--- src/rtl/sp_reg_file.sv ---
// Scratchpad register file (A,B,C,D,E,H,L) with a registered read port, INr/DCr with
// Z/S/P flags, and the H:L address. Optional macro SP_SEL_CHECK_EN rejects multi-hot selects.
module sp_reg_cell #(
  parameter int DATA_W = 8
) (
  input  logic              clk,
  input  logic              rst_n,
  input  logic              we,
  input  logic [DATA_W-1:0] d,
  output logic [DATA_W-1:0] q
);
  always_ff @(posedge clk or negedge rst_n) begin
    if (!rst_n)  q <= '0;
    else if (we) q <= d;
  end
endmodule

module sp_reg_file #(
  parameter int DATA_W    = 8,
  parameter int NUM_REGS  = 7,
  parameter int HL_ADDR_W = 14
) (
  input  logic                 clk,
  input  logic                 rst_n,
  input  logic [NUM_REGS-1:0]  rd_sel,
  input  logic [NUM_REGS-1:0]  wr_sel,
  input  logic [DATA_W-1:0]    wr_data,
  input  logic                 incdec,
  input  logic                 dec,
  output logic [DATA_W-1:0]    rd_data,
  output logic                 rd_valid,
  output logic [HL_ADDR_W-1:0] hl_addr,
  output logic                 flag_z,
  output logic                 flag_s,
  output logic                 flag_p,
  output logic                 flags_valid,
  output logic                 sel_err
);
  localparam int IDX_H = 5;
  localparam int IDX_L = 6;

  logic [NUM_REGS-1:0][DATA_W-1:0] regs;
  logic [NUM_REGS-1:0] rd_oh, wr_oh;
  logic [DATA_W-1:0]   cur_wr, cur_rd, rmw, new_val, rd_next;
  logic                wr_en, rd_en, bypass;

`ifdef SP_SEL_CHECK_EN
  logic rd_multi, wr_multi;
  // x & (x-1) clears the lowest set bit; anything left means more than one bit set
  assign rd_multi = (rd_sel & (rd_sel - NUM_REGS'(1))) != '0;
  assign wr_multi = (wr_sel & (wr_sel - NUM_REGS'(1))) != '0;
  assign rd_oh    = rd_multi ? '0 : rd_sel;
  assign wr_oh    = wr_multi ? '0 : wr_sel;
`else
  // x & -x isolates the lowest set bit, giving lowest-index priority
  assign rd_oh = rd_sel & (~rd_sel + NUM_REGS'(1));
  assign wr_oh = wr_sel & (~wr_sel + NUM_REGS'(1));
`endif

  always_comb begin
    cur_wr = '0;
    cur_rd = '0;
    for (int i = 0; i < NUM_REGS; i++) begin
      if (wr_oh[i]) cur_wr = cur_wr | regs[i];
      if (rd_oh[i]) cur_rd = cur_rd | regs[i];
    end
    rmw     = dec ? cur_wr - DATA_W'(1) : cur_wr + DATA_W'(1);
    new_val = incdec ? rmw : wr_data;
    wr_en   = |wr_oh;
    rd_en   = |rd_oh;
    bypass  = |(rd_oh & wr_oh);
    rd_next = bypass ? new_val : cur_rd;
  end

  for (genvar g = 0; g < NUM_REGS; g++) begin : g_reg
    sp_reg_cell #(.DATA_W(DATA_W)) u_cell (
      .clk   (clk),
      .rst_n (rst_n),
      .we    (wr_oh[g]),
      .d     (new_val),
      .q     (regs[g])
    );
  end

  always_ff @(posedge clk or negedge rst_n) begin
    if (!rst_n) begin
      rd_data  <= '0;
      rd_valid <= 1'b0;
    end else begin
      rd_valid <= rd_en;
      if (rd_en) rd_data <= rd_next;
`ifdef SP_SEL_CHECK_EN
      else if (rd_multi) rd_data <= '0;
`endif
    end
  end

  always_ff @(posedge clk or negedge rst_n) begin
    if (!rst_n) begin
      flag_z      <= 1'b0;
      flag_s      <= 1'b0;
      flag_p      <= 1'b0;
      flags_valid <= 1'b0;
    end else begin
      flags_valid <= wr_en & incdec;
      if (wr_en && incdec) begin
        flag_z <= (new_val == '0);
        flag_s <= new_val[DATA_W-1];
        flag_p <= ~^new_val;
      end
    end
  end

`ifdef SP_SEL_CHECK_EN
  always_ff @(posedge clk or negedge rst_n) begin
    if (!rst_n) sel_err <= 1'b0;
    else        sel_err <= rd_multi | wr_multi;
  end
`else
  assign sel_err = 1'b0;
`endif

  assign hl_addr = {regs[IDX_H][HL_ADDR_W-DATA_W-1:0], regs[IDX_L]};
endmodule

--- config.mk ---
export PLATFORM = sky130hd
export DESIGN_NAME = sp_reg_file
export DESIGN_NICKNAME = d
export VERILOG_FILES = /design/src/rtl/sp_reg_file.sv
export SDC_FILE = /design/constraint.sdc
export NUM_CORES = 1
export LEC_CHECK = 0
export BUFFER_PORTS_ARGS = -buffer_cell sky130_fd_sc_hd__buf_2
export CORE_UTILIZATION = 45
export DETAILED_ROUTE_END_ITERATION = 10
export HOLD_SLACK_MARGIN = 0.1
export PLACE_DENSITY_LB_ADDON = 0.08
export SETUP_SLACK_MARGIN = 0.15
export SLEW_MARGIN = 25
export SYNTH_ARGS = -nofsm -noshare
export SYNTH_HDL_FRONTEND = slang
export SYNTH_SLANG_ARGS = --single-unit
--- constraint.sdc ---
create_clock -name clk -period 3.45 [get_ports clk]
set_input_delay 0.1725 -clock clk [delete_from_list [all_inputs] [get_ports clk]]
set_output_delay 0.1725 -clock clk [all_outputs]
set_load 0.01 [all_outputs]
==> impl_metrics.tcl <==
set metrics [dict create \
    cp-end-kind "register" \
    grt_pass1_vias 3482 \
    synthToLayoutAreaGrowth_pct 26.2 \
    start_util_pct 47.6 \
    async_flop_share_pct 100 \
    diodes 0 \
    ys_ff_latch 69 \
    synth-simple-area-share_pct 19.7 \
    drv_cap 0 \
    synth.yosys.seq_area_share_pct 43.3 \
    vias 3848 \
    finalMaxSlewViolations 0 \
    cts.sinks 69 \
    avgSynthCellArea_sq_um 8.66 \
    die_y_microns 96.2 \
    ys.flop_type "dfrtp_1" \
    synth_xor_area_share_pct 1.44 \
    antenna_found_initial 0 \
    crit_path_max_fanout 3 \
    setup_violations 0 \
    stdcell_area_sq_mm 0.00504 \
    status "finished clean" \
    drive_above_1_share_pct 28.4 \
    port_buffers 52 \
    min-delay-path-class "in2reg" \
    placed_cell_area_sq_mm 0.00472 \
    grt.overflow.total 0 \
    syn-cell-area_sq_mm 0.00399 \
    clock_latency_ns 0.35 \
    dr.pass1.iters 5 \
    grt_pass1_wl_mm 19.0 \
    crit_required_ns 3.67 \
    yosysWarnings 0 \
    synth.area.mux_share_pct 1.63 \
    num_io_pins 54 \
    finalHoldViolCount 0 \
    place_hpwl_mm 9.11 \
    cp.arrival_ns 3.59 \
    synth_top_family_by_area "compound AO/OA/AOI/OAI gates" \
    cts_buffers 9 \
    layout_commonest_cell "nand2_1" \
    start_kind "register" \
    power_density_mw_per_mm2 553 \
    ctsHtreeMaxLevel 3 \
    path_class "reg2reg" \
    drtIter0Drc 280 \
    clock_path_buffers 2 \
    grt_setup_unrepaired "true" \
    clockRootBuffer "clkbuf_8" \
    finalCriticalPeriod_ns 3.37 \
    drc 0 \
    final_net_count 587 \
    synth_compound_area_share_pct 24.5 \
    yosys.area_share.adder_pct 3.95 \
    gp_congestion 0.896 \
    core_area_sq_mm 0.00838 \
    rows 33 \
    grt_usage_pct 28.6 \
    worstMarginPinSlew_ns 0.628 \
    synth-edff-count 0 \
    ys_types 56 \
    routed_wl_mm 12.6 \
    final_util_pct 60.1 \
    fmax_mhz 297 \
    die_w_microns 96.2 \
    via_per_inst 5.86 \
    cts_tree "yes" \
    wl_per_cell_microns 19.1 \
    p_leak_nw 2.28 \
    finalCritPeriodShare_pct 97.6 \
    grt_start_max_net_pins 47 \
    irDropWorstVdd_v 0.000397 \
    synthCells 461 \
    dieArea_sq_mm 0.00925 \
    layout_common_cells "nand2_1 (80), dfrtp_1 (69), buf_4 (59)" \
    clk_pin_slew_ns 0.08 \
    antenna_left 0 \
    synth_nets 499 \
    finClkSkew_ns 0.00950 \
    fill_cells 782 \
    slew_headroom_pct 57.9 \
]
-- power breakdown --
part | internal [mW] | leakage, nW | switching (mW)
registers | 0.994 | 0.842 | 0.161
clock network | 0.345 | 0.0902 | 0.324
logic | 0.448 | 1.34 | 0.515
-- per-layer routing --
metal  wire length (microns)  up-vias  global-route usage [%]
li1                        -     1837                       -
met1                    5670     1851                    39.3
met2                    5870      143                    46.3
met3                     799       17                    3.71
met4                     213        0                    9.45
met5                       0        -                       0
-- stage by stage --
stage / TNS, ns / hold WS (ns) / power (mW) / instances / worst slack (ns)
3_3_place_gp: -0.221 / 0.205 / 2.03 / 637 / -0.221
3_5_place_dp: -0.302 / 0.209 / 2.05 / 637 / -0.254
6_report: 0 / 0.248 / 2.79 / 657 / 0.0837
2_1_floorplan: -0.174 / -0.123 / 1.67 / 461 / -0.174
4_1_cts: 0 / 0.238 / 2.73 / 654 / 0.0866
5_1_grt: -0.0917 / 0.260 / 2.95 / 657 / -0.0917
-- flip-flops by register name, indices dropped and copies added, names as in the netlist --
signal       flops
flags_valid      1
g.u_cell.q      56
rd_valid         1
rd_data          8
flag_p           1
flag_z           1
flag_s           1
-- cell usage after synthesis (all sizes together), types with 5 or more instances --
| cell | count | area, sq um |
|---|---|---|
| ha | 11 | 138 |
| nand3b | 7 | 52.6 |
| a221o | 11 | 110 |
| clkbuf | 27 | 101 |
| dfrtp | 69 | 1730 |
| mux2i | 5 | 53.8 |
| inv | 12 | 45.0 |
| o21ai | 55 | 275 |
| nor2 | 40 | 150 |
| a222oi | 13 | 130 |
| nand2 | 80 | 300 |
| a21oi | 45 | 225 |
| nand3 | 11 | 55.1 |
| nor2b | 6 | 37.5 |
| buf | 11 | 70.1 |
-- area by class of cell --
cell class / count / area (sq um) / share of cell area (%)
timing repair buffer: 115 / 747 / 14.8
tap: 105 / 131 / 2.61
clock buffer: 10 / 138 / 2.73
sequential: 69 / 1730 / 34.3
clock inverter: 4 / 50.0 / 0.994
inverter: 12 / 45.0 / 0.894
multi-input combinational: 342 / 2200 / 43.7
-- timing repair --
action,4_1_cts,5_1_grt
hold buffers,1,0
setup endpoints to repair,1,11
gates resized for setup,6,15
pin swaps,11,11
setup buffers,2,3
hold endpoints to repair,23,0
-- worst max-delay path: stages, from the launching register on --
cell,delay [ns]
dfrtp_1,0.39
a22oi_1,0.16
o21ai_1,0.09
buf_4,0.14
a211o_1,0.25
buf_6,0.13
ha_4,0.16
a21oi_4,0.16
and3b_1,0.20
nand4_1,0.18
a221oi_2,0.28
xnor3_1,0.28
a21oi_2,0.15
ha_1,0.25
xnor2_1,0.19
xnor2_1,0.14
o21ai_1,0.07
-- worst paths after layout --
| path | start | end | slack (ns) | cells after the start |
|---|---|---|---|---|
| max | g_reg[1].u_cell.q[1] | flag_p | 0.08 | 16 |
| min | rd_sel[6] | rd_valid | 0.25 | 4 |
| max reg2reg | g_reg[1].u_cell.q[1] | flag_p | 0.08 | 16 |
| min reg2reg | rd_data[3] | rd_data[3] | 0.49 | 2 |
| max in group asynchronous | rst_n | g_reg[3].u_cell.q[5] | 2.07 | 3 |
| min in group asynchronous | rst_n | g_reg[1].u_cell.q[7] | 0.35 | 2 |
-- logic make-up (layout without fill, tap and decap cells) --
family / after synthesis / after routing
AOI/OAI and AO/OA: 149 / 149
xor gates and xnor gates: 5 / 5
adders and majority gates: 12 / 12
buffers and inverters: 50 / 141
DFF: 69 / 69
muxes: 6 / 6
other: 1 / 1
and+or+nand+nor: 169 / 169
(Power assumes the default switching activity.)
